==> src/rtl/sample_window_buffer_if.sv <==
// Handshake bundle for sample_window_buffer: the sample input side and the parallel window output side.
interface sample_window_buffer_if #(
  parameter int DATA_WIDTH = 8
);
  logic                         in_valid;
  logic                         in_ready;
  logic signed [DATA_WIDTH+1:0] in_data;
  logic                         out_valid;
  logic                         out_ready;
  logic signed [DATA_WIDTH+1:0] out0;
  logic signed [DATA_WIDTH+1:0] out1;
  logic signed [DATA_WIDTH+1:0] out2;
  logic signed [DATA_WIDTH+1:0] out3;
  logic signed [DATA_WIDTH+1:0] out4;
  logic signed [DATA_WIDTH+1:0] out5;
  logic signed [DATA_WIDTH+1:0] out6;
  logic signed [DATA_WIDTH+1:0] out7;

  modport master (
    output in_valid, in_data, out_ready,
    input  in_ready, out_valid, out0, out1, out2, out3, out4, out5, out6, out7
  );

  modport slave (
    input  in_valid, in_data, out_ready,
    output in_ready, out_valid, out0, out1, out2, out3, out4, out5, out6, out7
  );
endinterface

==> src/rtl/sample_window_buffer.sv <==
// Sliding 8-sample window feeding the interpolator's middle filter; out0 oldest, out7 newest.
// Optional macro SAMPLE_WINDOW_EDGE_REPLICATE_EN: first sample after reset/flush fills all taps.
module sample_window_buffer #(
  parameter int DATA_WIDTH = 8,
  parameter int TAPS       = 8
) (
  input  logic                 clock,
  input  logic                 reset,
  input  logic                 flush,
  sample_window_buffer_if.slave bus
);
  localparam int W  = DATA_WIDTH + 2;
  localparam int CW = $clog2(TAPS + 1);
  localparam logic [CW-1:0] FULL = CW'(TAPS);

  logic signed [W-1:0] taps [TAPS];
  logic [CW-1:0]       count;
  logic [CW-1:0]       base_count;
  logic [CW-1:0]       next_count;
  logic                valid_q;
  logic                ready;
  logic                accept;
  logic                replicate;

  // Flush restarts the fill, so a sample arriving with it is always taken as the first of a new window.
  assign ready      = flush || !(valid_q && !bus.out_ready);
  assign accept     = bus.in_valid && ready;
  assign base_count = flush ? '0 : count;

`ifdef SAMPLE_WINDOW_EDGE_REPLICATE_EN
  assign replicate = (base_count == '0);
`else
  assign replicate = 1'b0;
`endif

  assign next_count = replicate            ? FULL :
                      (base_count == FULL) ? FULL :
                                             base_count + CW'(1);

  always_ff @(posedge clock or negedge reset) begin
    if (!reset) begin
      for (int i = 0; i < TAPS; i++) taps[i] <= '0;
      count   <= '0;
      valid_q <= 1'b0;
    end else if (accept) begin
      for (int i = 0; i < TAPS - 1; i++)
        taps[i] <= replicate ? bus.in_data : taps[i+1];
      taps[TAPS-1] <= bus.in_data;
      count        <= next_count;
      valid_q      <= (next_count == FULL);
    end else if (flush) begin
      count   <= '0;
      valid_q <= 1'b0;
    end else if (valid_q && bus.out_ready) begin
      valid_q <= 1'b0;
    end
  end

  assign bus.in_ready  = ready;
  assign bus.out_valid = valid_q;
  assign bus.out0      = taps[0];
  assign bus.out1      = taps[1];
  assign bus.out2      = taps[2];
  assign bus.out3      = taps[3];
  assign bus.out4      = taps[4];
  assign bus.out5      = taps[5];
  assign bus.out6      = taps[6];
  assign bus.out7      = taps[7];
endmodule

==> src/flat_wrapper.sv <==
// flat-port wrapper written by rule: the top's interface ports become plain ports
module sample_window_buffer_flat 
#(
  parameter int DATA_WIDTH = 8,
  parameter int TAPS       = 8
)
  (clock, reset, flush, bus_in_valid, bus_in_data, bus_out_ready, bus_in_ready, bus_out_valid, bus_out0, bus_out1, bus_out2, bus_out3, bus_out4, bus_out5, bus_out6, bus_out7);
  sample_window_buffer_if #(.DATA_WIDTH(DATA_WIDTH)) bus_i ();
  input  logic clock;
  input  logic reset;
  input  logic flush;
  input wire logic [$bits(bus_i.in_valid)-1:0] bus_in_valid;
  input wire logic [$bits(bus_i.in_data)-1:0] bus_in_data;
  input wire logic [$bits(bus_i.out_ready)-1:0] bus_out_ready;
  output wire logic [$bits(bus_i.in_ready)-1:0] bus_in_ready;
  output wire logic [$bits(bus_i.out_valid)-1:0] bus_out_valid;
  output wire logic [$bits(bus_i.out0)-1:0] bus_out0;
  output wire logic [$bits(bus_i.out1)-1:0] bus_out1;
  output wire logic [$bits(bus_i.out2)-1:0] bus_out2;
  output wire logic [$bits(bus_i.out3)-1:0] bus_out3;
  output wire logic [$bits(bus_i.out4)-1:0] bus_out4;
  output wire logic [$bits(bus_i.out5)-1:0] bus_out5;
  output wire logic [$bits(bus_i.out6)-1:0] bus_out6;
  output wire logic [$bits(bus_i.out7)-1:0] bus_out7;
  assign bus_i.in_valid = bus_in_valid;
  assign bus_i.in_data = bus_in_data;
  assign bus_i.out_ready = bus_out_ready;
  assign bus_in_ready = bus_i.in_ready;
  assign bus_out_valid = bus_i.out_valid;
  assign bus_out0 = bus_i.out0;
  assign bus_out1 = bus_i.out1;
  assign bus_out2 = bus_i.out2;
  assign bus_out3 = bus_i.out3;
  assign bus_out4 = bus_i.out4;
  assign bus_out5 = bus_i.out5;
  assign bus_out6 = bus_i.out6;
  assign bus_out7 = bus_i.out7;
  sample_window_buffer #(.DATA_WIDTH(DATA_WIDTH), .TAPS(TAPS)) u_core (.clock(clock), .reset(reset), .flush(flush), .bus(bus_i));
endmodule
==> config.mk <==
export PLATFORM = sky130hd
export DESIGN_NAME = sample_window_buffer_flat
export DESIGN_NICKNAME = d
export VERILOG_FILES = /design/src/rtl/sample_window_buffer_if.sv /design/src/rtl/sample_window_buffer.sv /design/src/flat_wrapper.sv
export SDC_FILE = /design/constraint.sdc
export NUM_CORES = 1
export LEC_CHECK = 0
export CAP_MARGIN = 5
export CORE_MARGIN = 4
export CORE_UTILIZATION = 40
export CTS_CLUSTER_SIZE = 25
export DETAILED_ROUTE_END_ITERATION = 8
export GPL_ROUTABILITY_DRIVEN = 0
export PLACE_DENSITY = 0.67
export SLEW_MARGIN = 20
export SYNTH_ARGS = -nofsm -noshare
export SYNTH_HDL_FRONTEND = slang
export SYNTH_SLANG_ARGS = --single-unit
==> constraint.sdc <==
create_clock -name clock -period 1.75 [get_ports clock]
set_input_delay 0.35 -clock clock [delete_from_list [all_inputs] [get_ports clock]]
set_output_delay 0.35 -clock clock [all_outputs]
set_load 0.02 [all_outputs]
==> impl_metrics.py <==
metrics = {
    "cells_and_area": {
        "final_util": 0.580,
        "syn2layout_area_growth_pct": 39.7,
        "finalNonFillerCells": 423,
        "nNetsFinal": 325,
        "antenna_cells": 0,
        "drive_above_1_share": 0.375,
    },
    "worst_setup_path": {
        "crit_chain": "clkdlybuf4s50_1",
        "crit_family": "buffers and inverters",
        "path_buf_inv": 1,
        "cp_data_arrival_time_ps": 1350,
        "r2r-start": "u_core.bus.out_valid$_DFFE_PN0P_",
        "r2r-end": "u_core.bus.out4[0]$_DFFE_PN0N_",
        "crit_slowest_cell": "clkdlybuf4s50_1",
        "path_max_fanout": 3,
        "r2r_cells": 5,
        "r2r_slack_ps": 300,
        "cp-start-kind": "register",
        "end_kind": "output port",
        "critical_path_class": "register to output port",
        "critPathMaxStageDelay_ps": 620,
        "worstPathRequired_ps": 1400,
    },
    "yosys": {
        "synth-seq-cells": 85,
        "avgSynthCellArea_sq_um": 18.6,
        "yosysSeqAreaShare": 0.581,
        "yosysWarnings": 0,
        "ys_types": 18,
        "synth_area_sq_mm": 0.00366,
        "syn-num-nets": 212,
        "syn_inst": 197,
    },
    "sta": {
        "hold_viol_final": 0,
        "setup-violations-final": 0,
        "skew_ps": 12.4,
        "worst_pin_slew_ps": 507,
        "maxSlewHeadroom": 0.662,
        "clock.fmax_mhz": 588,
        "period_share": 0.972,
        "period_needed_ps": 1700,
        "report.final.slew_viol_count": 0,
        "rsz0062_at_grt": "no",
    },
    "placement": {
        "dp_cells": 406,
        "hpwl_mm": 4.68,
        "io_buffers": 96,
    },
    "routing": {
        "wl_mm": 6.60,
        "drt-wirelength-per-cell_um": 15.6,
        "routed_via_density": 4.74,
        "route.detailed.drc": 0,
        "vias": 2007,
        "drtIter0Drc": 52,
        "ant_nets": 0,
        "first_pass_iters": 4,
    },
    "cts": {
        "root_buffer": "clkbuf_8",
        "cts_buffers": 9,
        "clkSinkCount": 85,
        "cts.reportedPaths.clkPinSlew_ps": 80,
        "htree_levels": 3,
        "clock_latency_ps": 340,
        "cts.path.max_buffers": 2,
        "cts_tree": "built",
    },
    "floorplan": {
        "placement_rows": 34,
        "coreArea_sq_mm": 0.00881,
        "die_w_um": 104,
        "die-height_um": 104,
        "design.die.area_sq_mm": 0.0107,
        "io_pins": 97,
        "start_util": 0.415,
    },
    "pwr": {
        "p_int_uw": 4970,
        "power_frac_comb": 0.362,
        "power_density_mw_per_mm2": 1390,
        "peakVddDrop_mv": 0.627,
        "switching_share": 0.301,
        "p_total_uw": 7120,
        "power_frac_seq": 0.402,
        "p_clk_frac": 0.236,
        "leakage_uw": 0.00268,
        "p_sw_uw": 2140,
    },
    "run": {
        "max-cap-violations": 0,
    },
    "grt": {
        "grt_pass1_wl_mm": 10.9,
        "antenna_found_initial": 0,
        "grt_pass1_vias": 2007,
        "grt_max_degree": 39,
        "overflow": 0,
        "grt_usage": 0.124,
    },
    "min_path": {
        "hold-path-cell-count": 1,
        "holdPathEnd": "u_core.bus.out0[2]$_DFFE_PN0N_",
        "hold_start": "u_core.bus.out0[2]$_DFFE_PN0N_",
        "hold_path.class": "register to register",
    },
    "run_status": {
        "status": "completed",
    },
}
cell usage in the layout, fill, tap and decap left out:
master / synthesis / routed
nor2_1: 1 / 1
nand3_1: 2 / 2
dfrtp_1: 85 / 85
buf_4: 0 / 8
nand2_8: 1 / 1
mux2_4: 80 / 80
dlygate4sd3_1: 0 / 1
inv_4: 1 / 1
nand4_1: 1 / 1
nor3b_4: 1 / 1
o2bb2ai_1: 1 / 1
clkbuf_8: 0 / 10
dlygate4sd2_1: 0 / 1
nand2_1: 1 / 1
inv_1: 2 / 2
buf_12: 8 / 6
a31o_2: 1 / 1
clkdlybuf4s50_1: 0 / 55
clkinvlp_4: 0 / 1
mux2_2: 1 / 1
a21oi_1: 3 / 3
o21ai_0: 4 / 4
clkbuf_1: 0 / 1
bufinv_16: 0 / 3
or3_2: 3 / 3
inv_6: 0 / 1
nor3b_1: 1 / 1
buf_2: 0 / 1
dlymetal6s2s_1: 0 / 38
state kept, by name, indices dropped and copies added (netlist names):
register,flops
u_core.bus.out4,10
u_core.bus.out0,10
u_core.bus.out1,10
u_core.bus.out7,10
u_core.bus.out_valid,1
u_core.bus.out3,10
u_core.bus.out5,10
u_core.count,4
u_core.bus.out2,10
u_core.bus.out6,10
per-layer routing:
layer,vias to the layer above,part of all wire,global-route usage
met4,0,0.013,0.0513
met2,66,0.43,0.175
met1,1005,0.51,0.179
li1,927,-,-
met5,-,0,0
met3,9,0.048,0.0354
worst register-to-register path, delay by kind of cell, from the launching register on:
family / cells / cell delay (ps)
buffers and inverters: 2 / 270
muxes: 1 / 320
and+or+nand+nor: 2 / 380
DFF: 1 / 360
worst max-delay path by stage:
stage	start	to	slack (ps)	depth (start not counted)
global route	u_core.bus.out5[0]$_DFFE_PN0N_	bus_out5[0]	0.9	1
global placement	bus_out_ready	bus_in_ready	-270	4
CTS	u_core.bus.out5[5]$_DFFE_PN0N_	bus_out5[5]	0.9	1
detailed placement	bus_out_ready	bus_in_ready	-270	4
finish	u_core.bus.out3[5]$_DFFE_PN0N_	bus_out3[5]	50	1
floorplan	u_core.bus.out_valid$_DFFE_PN0P_	u_core.bus.out0[0]$_DFFE_PN0N_	130	5
logic make-up (layout without fill, tap and decap cells):
| kind of cell | count (synthesis) | count (layout) | synth area share |
|---|---|---|---|
| AND/OR/NAND/NOR | 11 | 11 | 0.0253 |
| multiplexers | 81 | 81 | 0.331 |
| flip-flops | 85 | 85 | 0.581 |
| buffers and inverters | 11 | 129 | 0.0475 |
| AO/OA/AOI/OAI | 9 | 9 | 0.0144 |
power groups by stage:
stage / clock network (uW) / logic (uW) / registers, uW
3_5_place_dp: 0 / 2640 / 2910
3_3_place_gp: 0 / 2610 / 2890
4_1_cts: 1720 / 2650 / 2880
5_1_grt: 1820 / 2700 / 2940
2_1_floorplan: 0 / 839 / 3450
6_report: 1680 / 2580 / 2860
per-stage QoR:
step	worst slack, ps	hold slack [ps]	TNS [ps]	cell area (sq um)
5_1_grt	0.867	531	0	5110
3_3_place_gp	-270	360	-11950	4760
2_1_floorplan	130	54.4	0	3660
6_report	48.2	514	0	5110
4_1_cts	0.937	520	0	5020
3_5_place_dp	-273	364	-12340	4760
synthesized netlist by cell type:
library cell / count / area (sq um)
nor2_1: 1 / 3.75
inv_4: 1 / 6.26
or3_2: 3 / 22.5
nor3b_1: 1 / 7.51
o21ai_0: 4 / 20.0
buf_12: 8 / 160
nand2_8: 1 / 20.0
mux2_4: 80 / 1200
a31o_2: 1 / 8.76
dfrtp_1: 85 / 2130
nand2_1: 1 / 3.75
inv_1: 2 / 7.51
nand3_1: 2 / 10.0
a21oi_1: 3 / 15.0
nand4_1: 1 / 6.26
o2bb2ai_1: 1 / 8.76
nor3b_4: 1 / 18.8
mux2_2: 1 / 11.3
layout make-up:
| class | count | area [sq um] |
|---|---|---|
| multi-input combinational | 101 | 1360 |
| clock buffer | 11 | 141 |
| timing repair buffer | 110 | 1230 |
| sequential | 85 | 2130 |
| inverter | 3 | 13.8 |
| tap | 108 | 135 |
| fill | 695 | 3690 |
| clock inverter | 5 | 106 |
repair_timing:
item | in CTS | in global routing
resized for setup | 5 | 38
hold endpoints to repair | 35 | 0
setup buffers | 0 | 0
pin swaps | 1 | 0
hold buffers | 1 | 0
endpoints found under the setup margin | 2 | 38
Power figures use the tool's default switching activity.
